<file path="src/rtl/seg7_pkg.sv">
// Shared 7-segment constants and helpers for the display driver and the
// scan-bus read-back decoder.
package seg7_pkg;

  localparam int ERR_DIGIT_W = 3;
  localparam int MAX_DIGITS  = 8;

  // Active-low glyphs, bit0 = a ... bit6 = g.
  localparam logic [6:0] SEG_BLANK = 7'h7F;
  localparam logic [6:0] SEG_HEX [0:15] = '{
    7'h40, 7'h79, 7'h24, 7'h30, 7'h19, 7'h12, 7'h02, 7'h78,
    7'h00, 7'h10, 7'h08, 7'h03, 7'h46, 7'h21, 7'h06, 7'h0E
  };

  typedef struct packed {
    logic [3:0] nibble;
    logic       legal;
    logic       blank;
  } seg_decode_t;

  function automatic logic is_onehot(input logic [MAX_DIGITS-1:0] v);
    return (v != '0) && ((v & (v - 8'd1)) == '0);
  endfunction

  function automatic logic [ERR_DIGIT_W-1:0] onehot_index(input logic [MAX_DIGITS-1:0] v);
    onehot_index = '0;
    for (int i = 0; i < MAX_DIGITS; i++) begin
      if (v[i]) onehot_index = ERR_DIGIT_W'(i);
    end
  endfunction

endpackage

</file>
<file path="src/rtl/seg7_pattern_decode.sv">
// Combinational inverse of the hex-to-segment table: pattern -> nibble plus
// legal/blank classification.
module seg7_pattern_decode
  import seg7_pkg::*;
(
  input  logic [6:0]  seg,
  output seg_decode_t dec
);

  always_comb begin
    // NOTE: every field gets a default before the lookup so no path leaves
    // dec unassigned, which would otherwise infer a latch.
    dec       = '0;
    dec.blank = (seg == SEG_BLANK);
    for (int i = 0; i < 16; i++) begin
      if (seg == SEG_HEX[i]) begin
        dec.nibble = 4'(i);
        dec.legal  = 1'b1;
      end
    end
  end

endmodule

</file>
<file path="src/rtl/seg7_scan_decoder.sv">
// Read-back of a multiplexed active-low 7-segment bus: synchronize, filter for
// stability, decode each accepted digit and flag completed frames.
module seg7_scan_decoder
  import seg7_pkg::*;
#(
  parameter int DIGITS        = 4,
  parameter int STABLE_CYCLES = 4
) (
  input  logic                   clk,
  input  logic                   rst_n,
  input  logic [6:0]             seg_in,
  input  logic [DIGITS-1:0]      digit_sel,
  output logic [4*DIGITS-1:0]    value,
  output logic [DIGITS-1:0]      digit_valid,
  output logic                   frame_valid,
  output logic                   err,
  output logic [ERR_DIGIT_W-1:0] err_digit
);

  localparam int              SW         = DIGITS + 7;
  localparam logic [7:0]      STABLE_MAX = 8'(STABLE_CYCLES);
  localparam logic [SW-1:0]   SAMPLE_RST = {{DIGITS{1'b0}}, SEG_BLANK};

  logic [SW-1:0]          sync_meta;
  logic [SW-1:0]          sync_out;
  logic [SW-1:0]          sample_prev;
  logic [7:0]             stable_cnt;
  logic [7:0]             stable_cnt_nxt;
  logic [DIGITS-1:0]      sel;
  logic [6:0]             seg;
  logic [DIGITS-1:0]      seen;
  logic [DIGITS-1:0]      accept_bit;
  logic                   sel_onehot;
  logic                   accept;
  logic                   seen_full;
  logic [ERR_DIGIT_W-1:0] sel_index;
  seg_decode_t            dec;

  always_ff @(posedge clk or negedge rst_n) begin
    if (!rst_n) begin
      sync_meta   <= SAMPLE_RST;
      sync_out    <= SAMPLE_RST;
      sample_prev <= SAMPLE_RST;
    end else begin
      // NOTE: non-blocking so each stage takes its neighbour's pre-edge value;
      // blocking would collapse the two-flop synchronizer into one stage.
      sync_meta   <= {digit_sel, seg_in};
      sync_out    <= sync_meta;
      sample_prev <= sync_out;
    end
  end

  assign sel        = sync_out[SW-1:7];
  assign seg        = sync_out[6:0];
  assign sel_onehot = is_onehot(8'(sel));
  assign sel_index  = onehot_index(8'(sel));

  // Run length of identical synchronized samples, saturating at the threshold.
  always_comb begin
    stable_cnt_nxt = 8'd1;
    if (sync_out == sample_prev) begin
      stable_cnt_nxt = (stable_cnt == STABLE_MAX) ? stable_cnt : stable_cnt + 8'd1;
    end
  end

  always_ff @(posedge clk or negedge rst_n) begin
    if (!rst_n) stable_cnt <= '0;
    else        stable_cnt <= stable_cnt_nxt;
  end

  // Fires only on the transition into saturation: one accept per stable run.
  assign accept     = sel_onehot && (stable_cnt_nxt == STABLE_MAX) && (stable_cnt != STABLE_MAX);
  assign accept_bit = accept ? sel : '0;

  seg7_pattern_decode u_decode (
    .seg (seg),
    .dec (dec)
  );

  always_ff @(posedge clk or negedge rst_n) begin
    if (!rst_n) begin
      value       <= '0;
      digit_valid <= '0;
      err         <= 1'b0;
      err_digit   <= '0;
    end else begin
      err <= 1'b0;
      if (accept) begin
        for (int d = 0; d < DIGITS; d++) begin
          if (sel[d]) begin
            if (dec.legal) value[4*d +: 4] <= dec.nibble;
            digit_valid[d] <= dec.legal;
          end
        end
        if (!dec.legal && !dec.blank) begin
          err       <= 1'b1;
          err_digit <= sel_index;
        end
      end
    end
  end

  // A full mask pulses frame_valid and clears in the same cycle; an accept
  // landing in that cycle is OR-ed into the fresh mask.
  assign seen_full = &seen;

  always_ff @(posedge clk or negedge rst_n) begin
    if (!rst_n) begin
      seen        <= '0;
      frame_valid <= 1'b0;
    end else begin
      frame_valid <= seen_full;
      seen        <= (seen_full ? '0 : seen) | accept_bit;
    end
  end

endmodule

</file>
<file path="config.mk">
export PLATFORM = sky130hd
export DESIGN_NAME = seg7_scan_decoder
export DESIGN_NICKNAME = d
export VERILOG_FILES = /design/src/rtl/seg7_pkg.sv /design/src/rtl/seg7_pattern_decode.sv /design/src/rtl/seg7_scan_decoder.sv
export SDC_FILE = /design/constraint.sdc
export NUM_CORES = 1
export LEC_CHECK = 0
export ABC_AREA = 1
export BUFFER_PORTS_ARGS = -buffer_cell sky130_fd_sc_hd__buf_4
export CAP_MARGIN = 40
export CORE_MARGIN = 2
export CORE_UTILIZATION = 45
export DETAILED_ROUTE_END_ITERATION = 6
export GPL_TIMING_DRIVEN = 0
export SYNTH_ARGS = -nofsm -noshare
export SYNTH_HDL_FRONTEND = slang
export SYNTH_SLANG_ARGS = --single-unit
</file>
<file path="constraint.sdc">
create_clock -name clk -period 2.5 [get_ports clk]
set_clock_uncertainty 0.2 [all_clocks]
set_input_delay 0.25 -clock clk [delete_from_list [all_inputs] [get_ports clk]]
set_output_delay 0.25 -clock clk [all_outputs]
set_load 0.03 [all_outputs]
</file>
==> summary.md <==
| Metric | Value |
|---|---|
| Die Area | about 0.0082 mm2 |
| Clock Latency Late Sink | between 300 and 400 ps |
| Worst r2r dst | value[1] |
| Cell taking the most area after synthesis | dfrtp_1 |
| All-Layer GR Usage | 18.6% |
| Worst Path Arrival | ~2400 ps |
| Status | finished, final reports clean |
| Static leakage | roughly 0.0022 uW |
| Largest net degree at the start of global routing | 37 |
| Num CTS Buffers | 9 |
| Max Buffers Root-to-Sink | 2 |
| Most frequent cells in the layout | nand2_1, dfrtp_1, buf_4 |
| Pwr Density | between 500 and 600 mW/mm2 |
| Worst hold path endpoint | sync_out[8] |
| Worst VDD drop | 0.353 mV |
| Pins Over Slew Limit | 0 |
| HP Start | sync_meta[8] |
| Root buffer cell | clkbuf_8 |
| Vias in the first global route | between 2000 and 3000 |
| Most common cell after layout, fill and taps aside | nand2_1 |
| Footprint of the multi-input gates | 0.00141 mm2 |
| Final core occ | between 50 and 60% |
| Die X | 90.5 um |
| TNS Setup | 0 ps |
| Synthesized area | approximately 0.0034 mm2 |
| Warnings from Yosys | 0 |
| First-pass GRT wire length | around 12000 um |
| Highest cell delay on the worst timing path | between 600 and 700 ps |
| R2R Setup Slk | ~130 ps |
| Post-DRT Antenna Nets | 0 |
| N_diodes | 0 |
| Fillers | between 600 and 700 |
| CP startpoint kind | flop |
| Die height | between 90 and 100 um |
| Critical path endpoint category | flop |
| Tmin final | between 2000 and 2500 ps |
| Final HPWL DP | 5140 um |
| Gr busiest metal | met2 |
| Share of layout cells above drive strength 1 | between 20% and 30% |
| Yosys top cell area share | 35.7% |
| CTS H-Tree Depth | 3 |
| Top cells by area, synth | dfrtp_1, dfstp_2, nand2_1, inv_1, nand4_1 |
| GR Util met1 | 24.6% |
| Hold depth | 0 |
| Syn Area/Cell | 8.53 um2 |
| Total congestion overflow | 0 |
| Worst-path cell chain | nand2_1 -> nand2_1 -> nand2_2 -> nor2_8 -> nand3_2 -> nor2_2 -> nand3_2 -> nor2_4 -> nand4_1 -> nand2_1 -> nand2_1 |
| Sequential area share after synthesis | 52.0% |
| Fin crit share | a little over nine tenths |
| Initial antenna violation count | 0 |
| Synth unique cells | 34 |
| CP max-delay cell | dfstp_2 |
| Final Hold Fails | 0 |
| DRT iter0 DRCs | 86 |
| DR DRC count | 0 |
| Clock slew at reported path FFs | 80 ps |
| Reg2reg start | sync_out[2] |
| Total power | 2280 uW |
| Syn nets | between 400 and 500 |
| Max-cap violations | 0 |
| Drt total wl | between 7000 and 8000 um |
| Core Area | slightly above 0.007 mm2 |
| Yosys reg bits | 69 |
| Cell mode on critical path | nand2_1 |
| Register area | about 0.0018 mm2 |
| Fmax | ~420 MHz |
| CP Data Required Time | ~2500 ps |
| Average via count per standard cell | between 4 and 5 |
| CP top delay family | simple AND/OR/NAND/NOR gates |
| Port buffer count | 36 |
| Nets | roughly 480 |
| CTS Sinks | 69 |
| Initial Util | approximately 46% |
| Placer congestion estimate | around 0.89 |
| I/O pins | 38 |
| Synthesized instance count | ~400 |
| Worst path bufs/invs | 0 |
| Grt met3 use | 4.26% |
| Final Setup Violations | 0 |
| CP max FO | 7 |
| Routed len/inst | ~13 um |
| First-pass DRT Iterations | 5 |
| Rows | 31 |
| P&R area growth vs syn | 25.2% |
| CTS tree | yes |
| Vias | between 2000 and 3000 |
| WS Path Type | flop to flop |
| Worst r2r path cells | 11 |
| Hold crit path type | flop to flop |
| Met2 GRT Util | between 20% and 30% |
how the worst max path moves through the flow:
stage / from / end / slack, ps / cells past startpoint
4_1_cts: stable_cnt[0] / value[8] / 80 / 13
6_report: sync_out[2] / value[1] / 130 / 11
5_1_grt: stable_cnt[1] / value[1] / -20 / 13
3_5_place_dp: stable_cnt[0] / value[2] / 90 / 13
3_3_place_gp: stable_cnt[0] / value[2] / 120 / 13
2_1_floorplan: stable_cnt[0] / value[11] / 420 / 13
what timing repair did:
action / 4_1_cts / 5_1_grt
hold endpoints to repair: 44 / 0
endpoints found under the setup margin: 0 / 22
hold buffers: 12 / 0
setup buffers: 0 / 7
resized for setup: 0 / 15
cell families (layout without fill, tap and decap cells):
logic type	Yosys count	count (layout)	synth area share, %
XOR/XNOR	8	8	2.08
other	1	1	0.111
AO/OA/AOI/OAI	20	20	4.01
adder cells (fa/ha/maj)	2	2	0.743
AND/OR/NAND/NOR	238	238	33.6
buffers and inverters	57	129	7.39
flip-flops	69	69	52.0
cells in the mapped netlist:
library cell  number
buf_2              2
nor2_2             3
nor2_8             2
nand3b_1           1
xor2_1             2
o21bai_1           1
ha_1               2
inv_1             43
nand4_1           23
nand3_1           23
nand3_4            1
dfrtp_1           48
o21ai_1            1
inv_2              4
nand2_1          132
o21ai_2            1
buf_6              2
o211ai_1           1
nand4_2            1
nor3_1             3
dfstp_2           21
buf_4              4
a21oi_1            5
nand3_2            6
nand2_2            3
o31ai_4            1
inv_4              1
conb_1             1
o21ai_0            6
xnor2_1            6
o21a_1             4
nor2_4             5
nor2_1            35
clkinv_1           1
layer usage:
metal | up-vias | wire, um
met2 | 47 | 3500
li1 | 1394 | -
met4 | 0 | 172
met1 | 1310 | 3190
met5 | - | 0
met3 | 16 | 223
state kept, by name, summed over array words and instances, names as in the netlist:
signal and count:
digit_valid 4, err 1, err_digit 2, frame_valid 1, sample_prev 11, seen 4
stable_cnt 8, sync_meta 11, sync_out 11, value 16
area by class of cell:
cell class	instances	area share (%)
sequential	69	41.6
multi-input combinational	269	33.4
timing repair buffer	56	11.0
clock buffer	13	4.54
inverter	49	4.48
tap	99	2.94
buffer	8	1.54
clock inverter	3	0.564
where the power goes:
part           internal, uW  switching (uW)
Sequential             1160            22.3
Combinational          64.8             104
Clock                   510             426
per-stage QoR:
stage	hold WS [ps]	instances	cell area, um2	setup slack, ps
after CTS	156	559	4120	80.6
after global placement	134	530	3760	118
after global routing	159	566	4220	-16.7
final	153	566	4220	134
after detailed placement	37.3	531	3780	85.6
after floorplan	-246	395	3370	418
No activity file was read; power rests on OpenSTA's default activity.
